`config.mk`:
```
export PLATFORM = sky130hd
export DESIGN_NAME = pulse_gen_glitchfree
export DESIGN_NICKNAME = d
export VERILOG_FILES = /design/src/rtl/pulse_gen_glitchfree.sv
export SDC_FILE = /design/constraint.sdc
export NUM_CORES = 1
export LEC_CHECK = 0
export ABC_AREA = 1
export BUFFER_PORTS_ARGS = -buffer_cell sky130_fd_sc_hd__buf_4
export CAP_MARGIN = 20
export CELL_PAD_IN_SITES_DETAIL_PLACEMENT = 1
export CELL_PAD_IN_SITES_GLOBAL_PLACEMENT = 1
export CORE_UTILIZATION = 38
export CTS_CLUSTER_DIAMETER = 60
export CTS_CLUSTER_SIZE = 24
export DETAILED_ROUTE_END_ITERATION = 7
export GPL_TIMING_DRIVEN = 0
export PLACE_DENSITY_LB_ADDON = 0.15
export SLEW_MARGIN = 20
export SYNTH_ARGS = -nofsm -noshare
export SYNTH_HDL_FRONTEND = slang
export SYNTH_SLANG_ARGS = --single-unit
export TNS_END_PERCENT = 50
```
`constraint.sdc`:
```
create_clock -name clock_i -period 2.07 [get_ports clock_i]
set_input_delay 0.1035 -clock clock_i [delete_from_list [all_inputs] [get_ports clock_i]]
set_output_delay 0.1035 -clock clock_i [all_outputs]
set_load 0.01 [all_outputs]
```
`src/rtl/pulse_gen_glitchfree.sv`:
```
// Purpose: turns single-cycle trigger requests into clean output pulses, each high for
//          exactly MIN_HIGH clocks and followed by exactly MIN_LOW low clocks. Triggers
//          that arrive while a pulse or gap is running are queued and replayed in order.
// Latency: a trigger seen in IDLE raises out_o on the next clock (one-cycle latency).
// Backpressure: none upstream; the queue saturates at 2^PEND_W-1 and further triggers are
//          dropped and flagged on the sticky overflow_o.
// Ports:
//   clock_i    single system clock, rising edge
//   reset_i    synchronous, active-high reset (may truncate a pulse in flight)
//   trig_i     one pulse request per high cycle
//   clr_ovf_i  clears overflow_o (a drop in the same cycle wins)
//   out_o      registered pulse output, high only in HIGH
//   busy_o     state != IDLE or pending != 0
//   pending_o  queued, not-yet-started pulses
//   overflow_o sticky: a trigger was dropped because the queue was full
module pulse_gen_glitchfree #(
    parameter int MIN_HIGH = 4,
    parameter int MIN_LOW  = 4,
    parameter int CNT_W    = 8,
    parameter int PEND_W   = 4
) (
    input  logic              clock_i,
    input  logic              reset_i,
    input  logic              trig_i,
    input  logic              clr_ovf_i,
    output logic              out_o,
    output logic              busy_o,
    output logic [PEND_W-1:0] pending_o,
    output logic              overflow_o
);

    typedef enum logic [1:0] {
        IDLE = 2'd0,
        HIGH = 2'd1,
        GAP  = 2'd2
    } state_t;

    localparam logic [CNT_W-1:0]  HIGH_LOAD = CNT_W'(MIN_HIGH - 1);
    localparam logic [CNT_W-1:0]  LOW_LOAD  = CNT_W'(MIN_LOW - 1);
    localparam logic [PEND_W-1:0] PEND_MAX  = '1;

    state_t            state_q, state_d;
    logic [CNT_W-1:0]  timer_q, timer_d;
    logic [PEND_W-1:0] pend_q, pend_d;
    logic              out_q, out_d;
    logic              ovf_q, ovf_d;
    logic              pend_inc, pend_dec, drop;

    always_ff @(posedge clock_i) begin
        if (reset_i) begin
            state_q <= IDLE;
            timer_q <= '0;
            pend_q  <= '0;
            out_q   <= 1'b0;
            ovf_q   <= 1'b0;
        end else begin
            state_q <= state_d;
            timer_q <= timer_d;
            pend_q  <= pend_d;
            out_q   <= out_d;
            ovf_q   <= ovf_d;
        end
    end

    always_comb begin
        state_d  = state_q;
        timer_d  = timer_q;
        pend_inc = 1'b0;
        pend_dec = 1'b0;

        case (state_q)
            IDLE: begin
                // The queue is always empty here, so a trigger starts a pulse directly.
                if (trig_i) begin
                    state_d = HIGH;
                    timer_d = HIGH_LOAD;
                end
            end
            HIGH: begin
                pend_inc = trig_i;
                if (timer_q == '0) begin
                    state_d = GAP;
                    timer_d = LOW_LOAD;
                end else begin
                    timer_d = timer_q - CNT_W'(1);
                end
            end
            GAP: begin
                if (timer_q != '0) begin
                    pend_inc = trig_i;
                    timer_d  = timer_q - CNT_W'(1);
                end else if (pend_q != '0) begin
                    // Replay the oldest queued request; a trigger now joins the back of
                    // the queue so ordering is preserved.
                    state_d  = HIGH;
                    timer_d  = HIGH_LOAD;
                    pend_dec = 1'b1;
                    pend_inc = trig_i;
                end else if (trig_i) begin
                    // Empty queue: the trigger starts the next pulse with no dead cycle.
                    state_d = HIGH;
                    timer_d = HIGH_LOAD;
                end else begin
                    state_d = IDLE;
                end
            end
            default: begin
                state_d = IDLE;
                timer_d = '0;
            end
        endcase

        // Saturating queue: simultaneous increment and decrement cancel out.
        pend_d = pend_q;
        drop   = 1'b0;
        if (pend_inc && !pend_dec) begin
            if (pend_q == PEND_MAX) begin
                drop = 1'b1;
            end else begin
                pend_d = pend_q + PEND_W'(1);
            end
        end else if (pend_dec && !pend_inc) begin
            pend_d = pend_q - PEND_W'(1);
        end

        ovf_d = drop | (ovf_q & ~clr_ovf_i);

        // The output is the registered image of the next state, so it has no
        // combinational path to any input.
        out_d = (state_d == HIGH);
    end

    assign out_o      = out_q;
    assign overflow_o = ovf_q;
    assign pending_o  = pend_q;
    assign busy_o     = (state_q != IDLE) || (pend_q != '0);

endmodule
```
== Word-level counts from Yosys, hierarchy flattened ==
Index checks and enable logic that the tools add are counted.
Cells by class
  muxes and demuxes: 22
  $mul: 0
  reductions and logical operators: 12
  shift-type cells: 0
  add/sub/neg operators: 3
  equality and inequality tests: 5
  magnitude comparators: 0
  divide/modulo/power cells: 0
  bitwise operators: 3
Operator list (count)
  2-to-1 mux 8 bit: 4
  one-hot mux 8 bit (3 select lines): 1
  2-to-1 mux 4 bit: 3
  2-to-1 mux 1 bit: 9
  zero test 8 bit: 1
  nonzero test 8 bit: 1
  subtractor 8 x 1 -> 8 bit (second input constant): 1
  2-to-1 mux 2 bit: 3
  one-hot mux 2 bit (3 select lines): 1
  adder 4 x 1 -> 4 bit (second input constant): 1
  == test 2 x 1 -> 1 bit (second input constant): 2
  == test 4 bit (second input constant): 1
  nonzero test 2 bit: 2
  nonzero test 4 bit: 1
  subtractor 4 x 1 -> 4 bit (second input constant): 1
  == test 2 bit (second input constant): 1
  logical AND 1 bit: 2
  zero test 1 bit: 2
  zero test 2 bit: 1
  inequality test 2 bit (second input constant): 1
  one-hot mux 1 bit (2 select lines): 1
  AND reduction 2 bit: 1
  bitwise AND 1 bit: 1
  logical OR 1 bit: 1
  other kinds (2): 2
Storage, ports and cells
  latch bits: 0
  memories kept: 0
  bits in read-only memories: 0
  output and inout port bits: 7
  RAM bits: 0
  register bits: 16

== Logic depth before layout (Yosys ltp) ==
Gate-level depths: netlist (run 1).
  depth after elaboration: 8
  gate-level depth with buffers: 16
  depth with buffers taken out: 16

== Least setup slack after synthesis (run 1) ==
Ideal clock, no wire load.
  path kind: register to register
  start: reg state_q[0]
  end: reg pend_q[3] (netlist: pending_o[3])
  buffers on the path: 0
  arrival time: 2.123 ns
  setup slack: -0.168 ns
  cell stages (with the launch flop): 16
  cell sequence: dfxtp_1 > inv_1 > ha_1 > nor2_1 > bufinv_8 > nand4_4 > ha_1 > and3_1 > a211oi_1 > inv_1 > nand2_1 > clkinv_1 > nor2_2 > nand3_1 > nand2_1 > nor2_1
Between the ends
  longest elaborated chain between the ends: 6
Ends and longest elaborated chain
  start: declaration: RTL line 42  | state_t state_q, state_d;
  start signal: assignment: RTL line 57  | state_q <= state_d;
  == test 2 bit / == test 2 x 1 -> 1 bit (equally long branches): RTL line 71  | case (state_q)
  one-hot mux 1 bit (2 select lines) / 2-to-1 mux 1 bit (equally long branches): RTL line 71
  zero test 1 bit (on tied branches): RTL line 122, 116
  logical AND 1 bit (on tied branches): RTL line 122, 116
  nonzero test 2 bit (no source line) / inequality test 2 bit (equally long branches)
  AND reduction 2 bit (no source line)
  end signal: assignment: RTL line 59  | pend_q <= pend_d;
  end: declaration: RTL line 44  | logic [PEND_W-1:0] pend_q, pend_d;
Parallel ways exist; a longest one is shown, timed or not.
A chain may end at the register's enable or synchronous reset.

== Final worst setup path (run 1) ==
  start: reg pend_q[1] (netlist: pending_o[1])
  end: reg pend_q[3] (netlist: pending_o[3])
Between the ends
  longest elaborated chain between the ends: 8
Ends and longest elaborated chain
  nonzero test 4 bit: RTL line 92  | end else if (pend_q != '0) begin
  2-to-1 mux 1 bit: RTL line 92
  2-to-1 mux 1 bit: RTL line 89  | if (timer_q != '0) begin
  one-hot mux 1 bit (2 select lines) / 2-to-1 mux 1 bit (equally long branches): RTL line 71
  zero test 1 bit (on tied branches): RTL line 122, 116
  logical AND 1 bit (on tied branches): RTL line 122, 116
  nonzero test 2 bit (no source line) / inequality test 2 bit (equally long branches)
  AND reduction 2 bit (no source line)
Parallel ways exist; a longest one is shown, timed or not. The select of a mux whose other input is x is not followed.

==> out/metrics.csv, run 1 <==
stage;metric;value;unit
logic_synthesis;Syn Inst Count;141;
routing;drt pass-1 iters;4;
routing;Antenna Violating Nets Remaining;0;
logic_synthesis;cell taking the most area after synthesis;dfxtp_1;
routing;vias per inst;5.23;
cts;clk_lat worst skew;0.29;ns
logic_synthesis;Seq/Total Area, Yosys;0.295;
sta;Final setup viols;1;
setup_path;internal reg-to-reg setup slack;-0.13;ns
pwr;Reg power frac;0.200;
cts;clk slew on worst S/H paths;0.11;ns
setup_path;worst path cell trace;nor2_2, and2_4, nand3_4, nand4_4, ha_4, and3_4, a211oi_2, inv_1, nand2_2, inv_4, nor2_4, nand3_2, nand2_2, nor2_1;
worst_hold_path;worst min path class;in2reg;
setup_path;critical path buffer and inverter count;2;
routing;drt drc;0;
layout;Nets;189;
layout;utilization of the core after routing;0.563;
global_route;vias in the first global route;1121;
logic_synthesis;Syn Area/Cell;7.69;um2
placement;RD Place Congestion;0.760;
sta;max frequency;0.455;GHz
sta;Slew Viols, Final;0;
pwr;Power Internal;1.48;mW
cts;H-tree Lvls;1;
global_route;global-route usage over all layers;0.209;
pwr;Worst VDD drop;1.14;mV
cts;TritonCTS buffer count;3;
pwr;Power Dens Cells;1840;nW/um2
floorplanning;die span in x;55.4;um
floorplanning;num ports;11;
floorplanning;die footprint;3070;um2
global_route;first-pass GRT wire length;5030;um
layout;ratio of cells with drive above 1 in the final layout;0.474;
sta;Final Skew;0.00914;ns
sta;total negative slack;-0.126;ns
global_route;initial antenna violation count;0;
logic_synthesis;synth cell count leaders;nor2_1, inv_1, dfxtp_1;
logic_synthesis;synthesized area;1080;um2
layout;fill count;337;
floorplanning;Core ar.;2730;um2
cts;clock sinks;16;
global_route;largest net degree at the start of global routing;11;
placement;DP Worst Slack;-0.336;ns
outcome;failing checks;setup timing;
pwr;clock share of power;0.076;
logic_synthesis;synth warn;0;
sta;hold slack;0.132;ns
sta;slew at the pin closest to its max-slew limit;0.494;ns
placement;DP Wirelength;2070;um
global_route;grt ovf;0;
cts;Bufs on Longest Clock Path;2;
setup_path;Crit-path slowest cell;dfxtp_2;
setup_path;crit start category;flop;
floorplanning;Initial Util;0.397;
sta;Slew HR;0.668;
outcome;status;finished, violations left;
setup_path;CP required;2.27;ns
placement;Post-DP Area;1210;um2
setup_path;Worst Setup End Kind;flop;
sta;min Tclk post-route;2.20;ns
logic_synthesis;Synth area leaders;dfxtp_1, ha_1, nor2_1;
layout;Area Growth Syn to Fin;42.0;%
pwr;sw power;1.35;mW
setup_path;CP max FO;6;
logic_synthesis;post-synth top area share;0.295;
logic_synthesis;most numerous cell in the Yosys netlist;nor2_1;
setup_path;Critical Path AT;2.39;ns
pwr;combinational share of power;0.723;
floorplanning;Die H;55.4;um
sta;final hold violation count;0;
setup_path;Crit Path Class;reg2reg;
layout;Diodes inserted;0;
cts;TritonCTS clock tree;built;
routing;final WL;3300;um
layout;design area;1540;um2
setup_path;CP most frequent cell;nand2_2;
placement;number of port buffers;10;
routing;initial DRC count;32;
setup_path;CP max stage delay;0.39;ns
logic_synthesis;flops & latches, synth;16;
routing;routed length per placed instance;16.0;um
logic_synthesis;EDFF count, synth;0;
sta;period utilization;1.06;
setup_path;CP top delay family;simple AND/OR/NAND/NOR gates;
floorplanning;Rows;19;
logic_synthesis;Primary FF master, synth;dfxtp_1;
cts;clk root buf;clkbuf_4;
pwr;LEAKAGE;0.691;nW
flow_run;max cap viols;0;
logic_synthesis;Synth cell types;36;
sta;RSZ-0062 raised after global routing;true;
pwr;Net Sw Frac;0.478;
logic_synthesis;ys async rst share;0;
routing;Vias;1078;
logic_synthesis;syn_nets;154;
sta;worst setup margin;-0.126;ns
layer usage:
layer  up-vias  track usage  share of wire
met2        15        0.372           0.51
met4         0       0.0607          0.012
met3         4       0.0375          0.015
li1        529            -              -
met1       530        0.255           0.46
met5         -            0              0
flip-flops by register name (all words and copies together) (netlist names):
signal	flops
timer_q	8
pending_o	4
overflow_o	1
out_o	1
state_q	2
through the flow:
step / power [mW] / cells
2_1_floorplan: 1.63 / 141
3_3_place_gp: 1.90 / 182
3_5_place_dp: 1.99 / 182
4_1_cts: 2.67 / 202
5_1_grt: 3.01 / 206
6_report: 2.83 / 206
final timing paths:
| kind | endpoint | depth (start not counted) | from |
|---|---|---|---|
| setup / recovery | pending_o[3]$_SDFFE_PP0P_ | 14 | pending_o[1]$_SDFFE_PP0P_ |
| hold reg to reg | overflow_o$_SDFF_PP0_ | 2 | overflow_o$_SDFF_PP0_ |
| setup reg to reg | pending_o[3]$_SDFFE_PP0P_ | 14 | pending_o[1]$_SDFFE_PP0P_ |
| hold / removal | overflow_o$_SDFF_PP0_ | 4 | clr_ovf_i |
power by group through the flow:
stage	sequential, mW	combinational (mW)	clock, mW
after floorplan	0.518	1.11	0
after global placement	0.525	1.37	0
after detailed placement	0.536	1.45	0
after CTS	0.553	1.89	0.224
after global routing	0.579	2.20	0.235
final	0.567	2.05	0.216
worst min-delay path: cells and delay by family:
kind / cells / cell delay, ns
simple gates: 1 / 0.07
buf+inv: 2 / 0.16
compound gates: 1 / 0.06
placed cells by master (no fill, tap or decap), types with 2 or more instances in the layout:
master	instances
buf_4	29
nor2_1	21
inv_1	12
nand2_1	9
dfxtp_1	8
nand2_2	7
inv_2	6
nand3_1	6
a21oi_1	6
ha_4	6
dfxtp_2	6
nor2_2	5
inv_4	4
o21ai_0	4
xnor2_1	3
a32oi_1	3
xor2_1	3
clkbuf_4	3
nor2_4	2
o21ai_1	2
ha_1	2
dfxtp_4	2
repair_timing:
action	in CTS	in global routing
pin swaps	9	14
hold buffers	1	0
setup buffers	15	4
cloned	0	0
endpoints found under the hold margin	2	0
setup endpoints to repair	2	2
gates resized for setup	28	15
cell type report:
class,count,area (um2),share of cell area
Buffer,1,3.75,0.00244
Clock buffer,4,36.3,0.0236
Inverter,24,108,0.0699
Multi-Input combinational cell,100,791,0.513
Sequential cell,16,335,0.218
Tap cell,31,38.8,0.0252
Timing Repair Buffer,30,228,0.148
logic make-up (layout without fill, tap and decap cells):
logic type | after synthesis | count (layout) | share of synthesized area
and+or+nand+nor | 60 | 60 | 0.292
AOI/OAI and AO/OA | 25 | 25 | 0.155
buffers and inverters | 25 | 59 | 0.0992
DFF | 16 | 16 | 0.295
adders and majority gates | 9 | 9 | 0.111
xor gates and xnor gates | 6 | 6 | 0.0485
Note: power is estimated with default switching activity, not from simulation.
==> inputs of run 2 (changes only) <==
- CORE_UTILIZATION: 38 -> 45
- clock period: 2.07 -> 2.65 ns (I/O delays scaled with it)
==> run 2 against run 1 <==
The run now ends clean. Non-clock buffer count shrank 20. Fmax decreased by 10%. Wire length fell by 24%. Combinational power is 45% lower. Critical path depth is 2 higher. Final area fell by 20%. First-iteration DRC count decreased by 88%. Via count fell by 12%. Worst hold slack got worse by 0.12 ns. Die area is 15% lower. Utilization shrank 1.0 points. Sequential power fell by 27%. Critical endpoint unchanged.
==> out/metrics.csv, run 2 (synthesis gave the netlist of run 1 again) <==
stage;metric;value;unit;change
layout;Diodes inserted;0;;unchanged
setup_path;Crit Path Class;reg2reg;;
sta;slew at the pin closest to its max-slew limit;0.444;ns;-0.0502 ns
sta;period utilization;0.926;;-0.135
floorplanning;Core ar.;2230;um2;-18%
global_route;met3 usage;0.0268;;-0.0107
sta;final hold violation count;0;;unchanged
setup_path;crit start category;flop;;
floorplanning;die span in x;51.1;um;-7.8%
cts;clock sinks;16;;unchanged
setup_path;CP required;2.84;ns;+0.57 ns
pwr;Power Dens Cells;1360;nW/um2;-26%
layout;Non-Filler Instances;182;;-12%
cts;H-tree Lvls;1;;unchanged
setup_path;CP max FO;7;;+1
global_route;GR Layer Usage met1;0.241;;-0.0138
global_route;initial antenna violation count;0;;unchanged
routing;drt pass-1 iters;4;;unchanged
routing;routed length per placed instance;13.7;um;-14%
flow_run;max cap viols;0;;unchanged
floorplanning;die footprint;2610;um2;-15%
routing;drt drc;0;;unchanged
floorplanning;Rows;17;;-2
pwr;Worst VDD drop;0.841;mV;-26%
sta;Slew Viols, Final;0;;unchanged
floorplanning;Initial Util;0.486;;+0.0889
sta;worst setup margin;0.197;ns;+0.323 ns
global_route;global-route usage over all layers;0.213;;+0.00403
layout;ratio of cells with drive above 1 in the final layout;0.227;;-0.247
layout;Largest Register;timer_q;;
setup_path;Worst Setup End Kind;flop;;
placement;number of port buffers;10;;unchanged
layout;max reg flops;8;;unchanged
placement;Inst Count DP;179;;-1.6%
layout;fill count;297;;-12%
cts;clk slew on worst S/H paths;0.10;ns;about the same
worst_hold_path;worst min path class;in2reg;;
sta;max frequency;0.408;GHz;-10%
cts;Bufs on Longest Clock Path;2;;unchanged
pwr;Total Power;1.68;mW;-41%
pwr;LEAKAGE;0.572;nW;-17%
sta;min Tclk post-route;2.45;ns;+0.257 ns
cts;clk root buf;clkbuf_4;;
global_route;vias in the first global route;939;;-16%
floorplanning;Die H;51.1;um;-7.8%
setup_path;worst path cell trace;inv_1, ha_1, nand2_2, nor2_8, nand2_2, nand4_4, ha_1, and3_1, a211oi_1, inv_1, nand2_1, clkinv_1, nor2_2, nand3_1, nand2_1, nor2_1;;
layout;register area;323;um2;-3.7%
setup_path;Crit-path slowest cell;dfxtp_1;;
setup_path;critical path buffer and inverter count;3;;+1
layout;Nets;169;;-11%
setup_path;Critical Path AT;2.64;ns;+0.25 ns
layout;Area Growth Syn to Fin;13.8;%;
placement;DP Worst Slack;0.135;ns;+0.471 ns
routing;Vias;954;;-12%
placement;DP Wirelength;1930;um;-6.7%
layout;commonest cells after routing, fill and taps aside;nor2_1, inv_1, dfxtp_1, nand2_1, buf_4;;
sta;Slew HR;0.702;;+0.0337
global_route;largest net degree at the start of global routing;11;;unchanged
cts;clk_lat worst skew;0.29;ns;about the same
global_route;grt ovf;0;;unchanged
global_route;GR peak layer;met2;;
cts;TritonCTS buffer count;3;;unchanged
cts;TritonCTS clock tree;built;;
layout;multi-input logic area;672;um2;-15%
global_route;met2 Usage GRT;0.390;;+0.0186
global_route;first-pass GRT wire length;4110;um;-18%
outcome;status;finished clean;;
setup_path;CP max stage delay;0.37;ns;-0.02 ns
placement;RD Place Congestion;0.736;;-3.1%
routing;final WL;2490;um;-24%
setup_path;CP top delay family;simple AND/OR/NAND/NOR gates;;
routing;Antenna Violating Nets Remaining;0;;unchanged
layout;most common cell after layout, fill and taps aside;nor2_1;;
routing;vias per inst;5.24;;+0.17%
cts;post-CTS setup buffers;0;;-15
sta;Final setup viols;0;;-1
sta;Final Skew;0.00224;ns;-0.00691 ns
routing;initial DRC count;4;;-88%
floorplanning;num ports;11;;unchanged
[run 2: cell types whose count changed in the layout (fill, tap and decap cells not counted), sizes merged]
cell         change
buf             -19
bufinv           +1
clkbuf           -1
clkinv           +1
dlygate4sd3      -1
inv              -2
[run 2: final cells by class]
| class | count | area share |
|---|---|---|
| flip-flops and latches | 16 | 0.261 |
| repair buffers | 10 | 0.0608 |
| plain buffers | 1 | 0.00304 |
| well taps | 28 | 0.0284 |
| multi-input cells | 100 | 0.544 |
| inverters | 24 | 0.0841 |
| clock buffers | 3 | 0.0182 |
[run 2: worst paths after layout]
path | start | endpoint | slack (ns) | depth (start not counted)
max | timer_q[1]$_SDFF_PP0_ | pending_o[3]$_SDFFE_PP0P_ | 0.20 | 16
min | reset_i | pending_o[2]$_SDFFE_PP0P_ | 0.01 | 2
max reg2reg | timer_q[1]$_SDFF_PP0_ | pending_o[3]$_SDFFE_PP0P_ | 0.20 | 16
min reg2reg | overflow_o$_SDFF_PP0_ | overflow_o$_SDFF_PP0_ | 0.51 | 2
[run 2: per-layer routing]
metal	vias up	wire length, um
li1	491	-
met1	449	1170
met2	10	1240
met3	4	42
met4	0	43
met5	-	0
[run 2: timing repair]
| action | in CTS | in global routing |
|---|---|---|
| resized for setup | 0 | 4 |
| setup endpoints to repair | 0 | 1 |
| hold buffers | 0 | 0 |
[run 2: power by group]
part	total (mW)	internal, mW	switching, mW
registers	0.415	0.323	0.0923
clock network	0.135	0.0529	0.0819
logic	1.13	0.461	0.670
[run 2: metrics by stage]
stage | instance area (um2) | util | setup TNS (ns) | hold slack, ns
global placement | 1190 | 0.535 | 0 | 0.325
global route | 1230 | 0.553 | -0.0352 | 0.0106
finish | 1230 | 0.553 | 0 | 0.0103
CTS | 1220 | 0.545 | 0 | 0.00765
floorplan | 1080 | - | 0 | 0.195
detailed placement | 1190 | 0.535 | 0 | 0.325
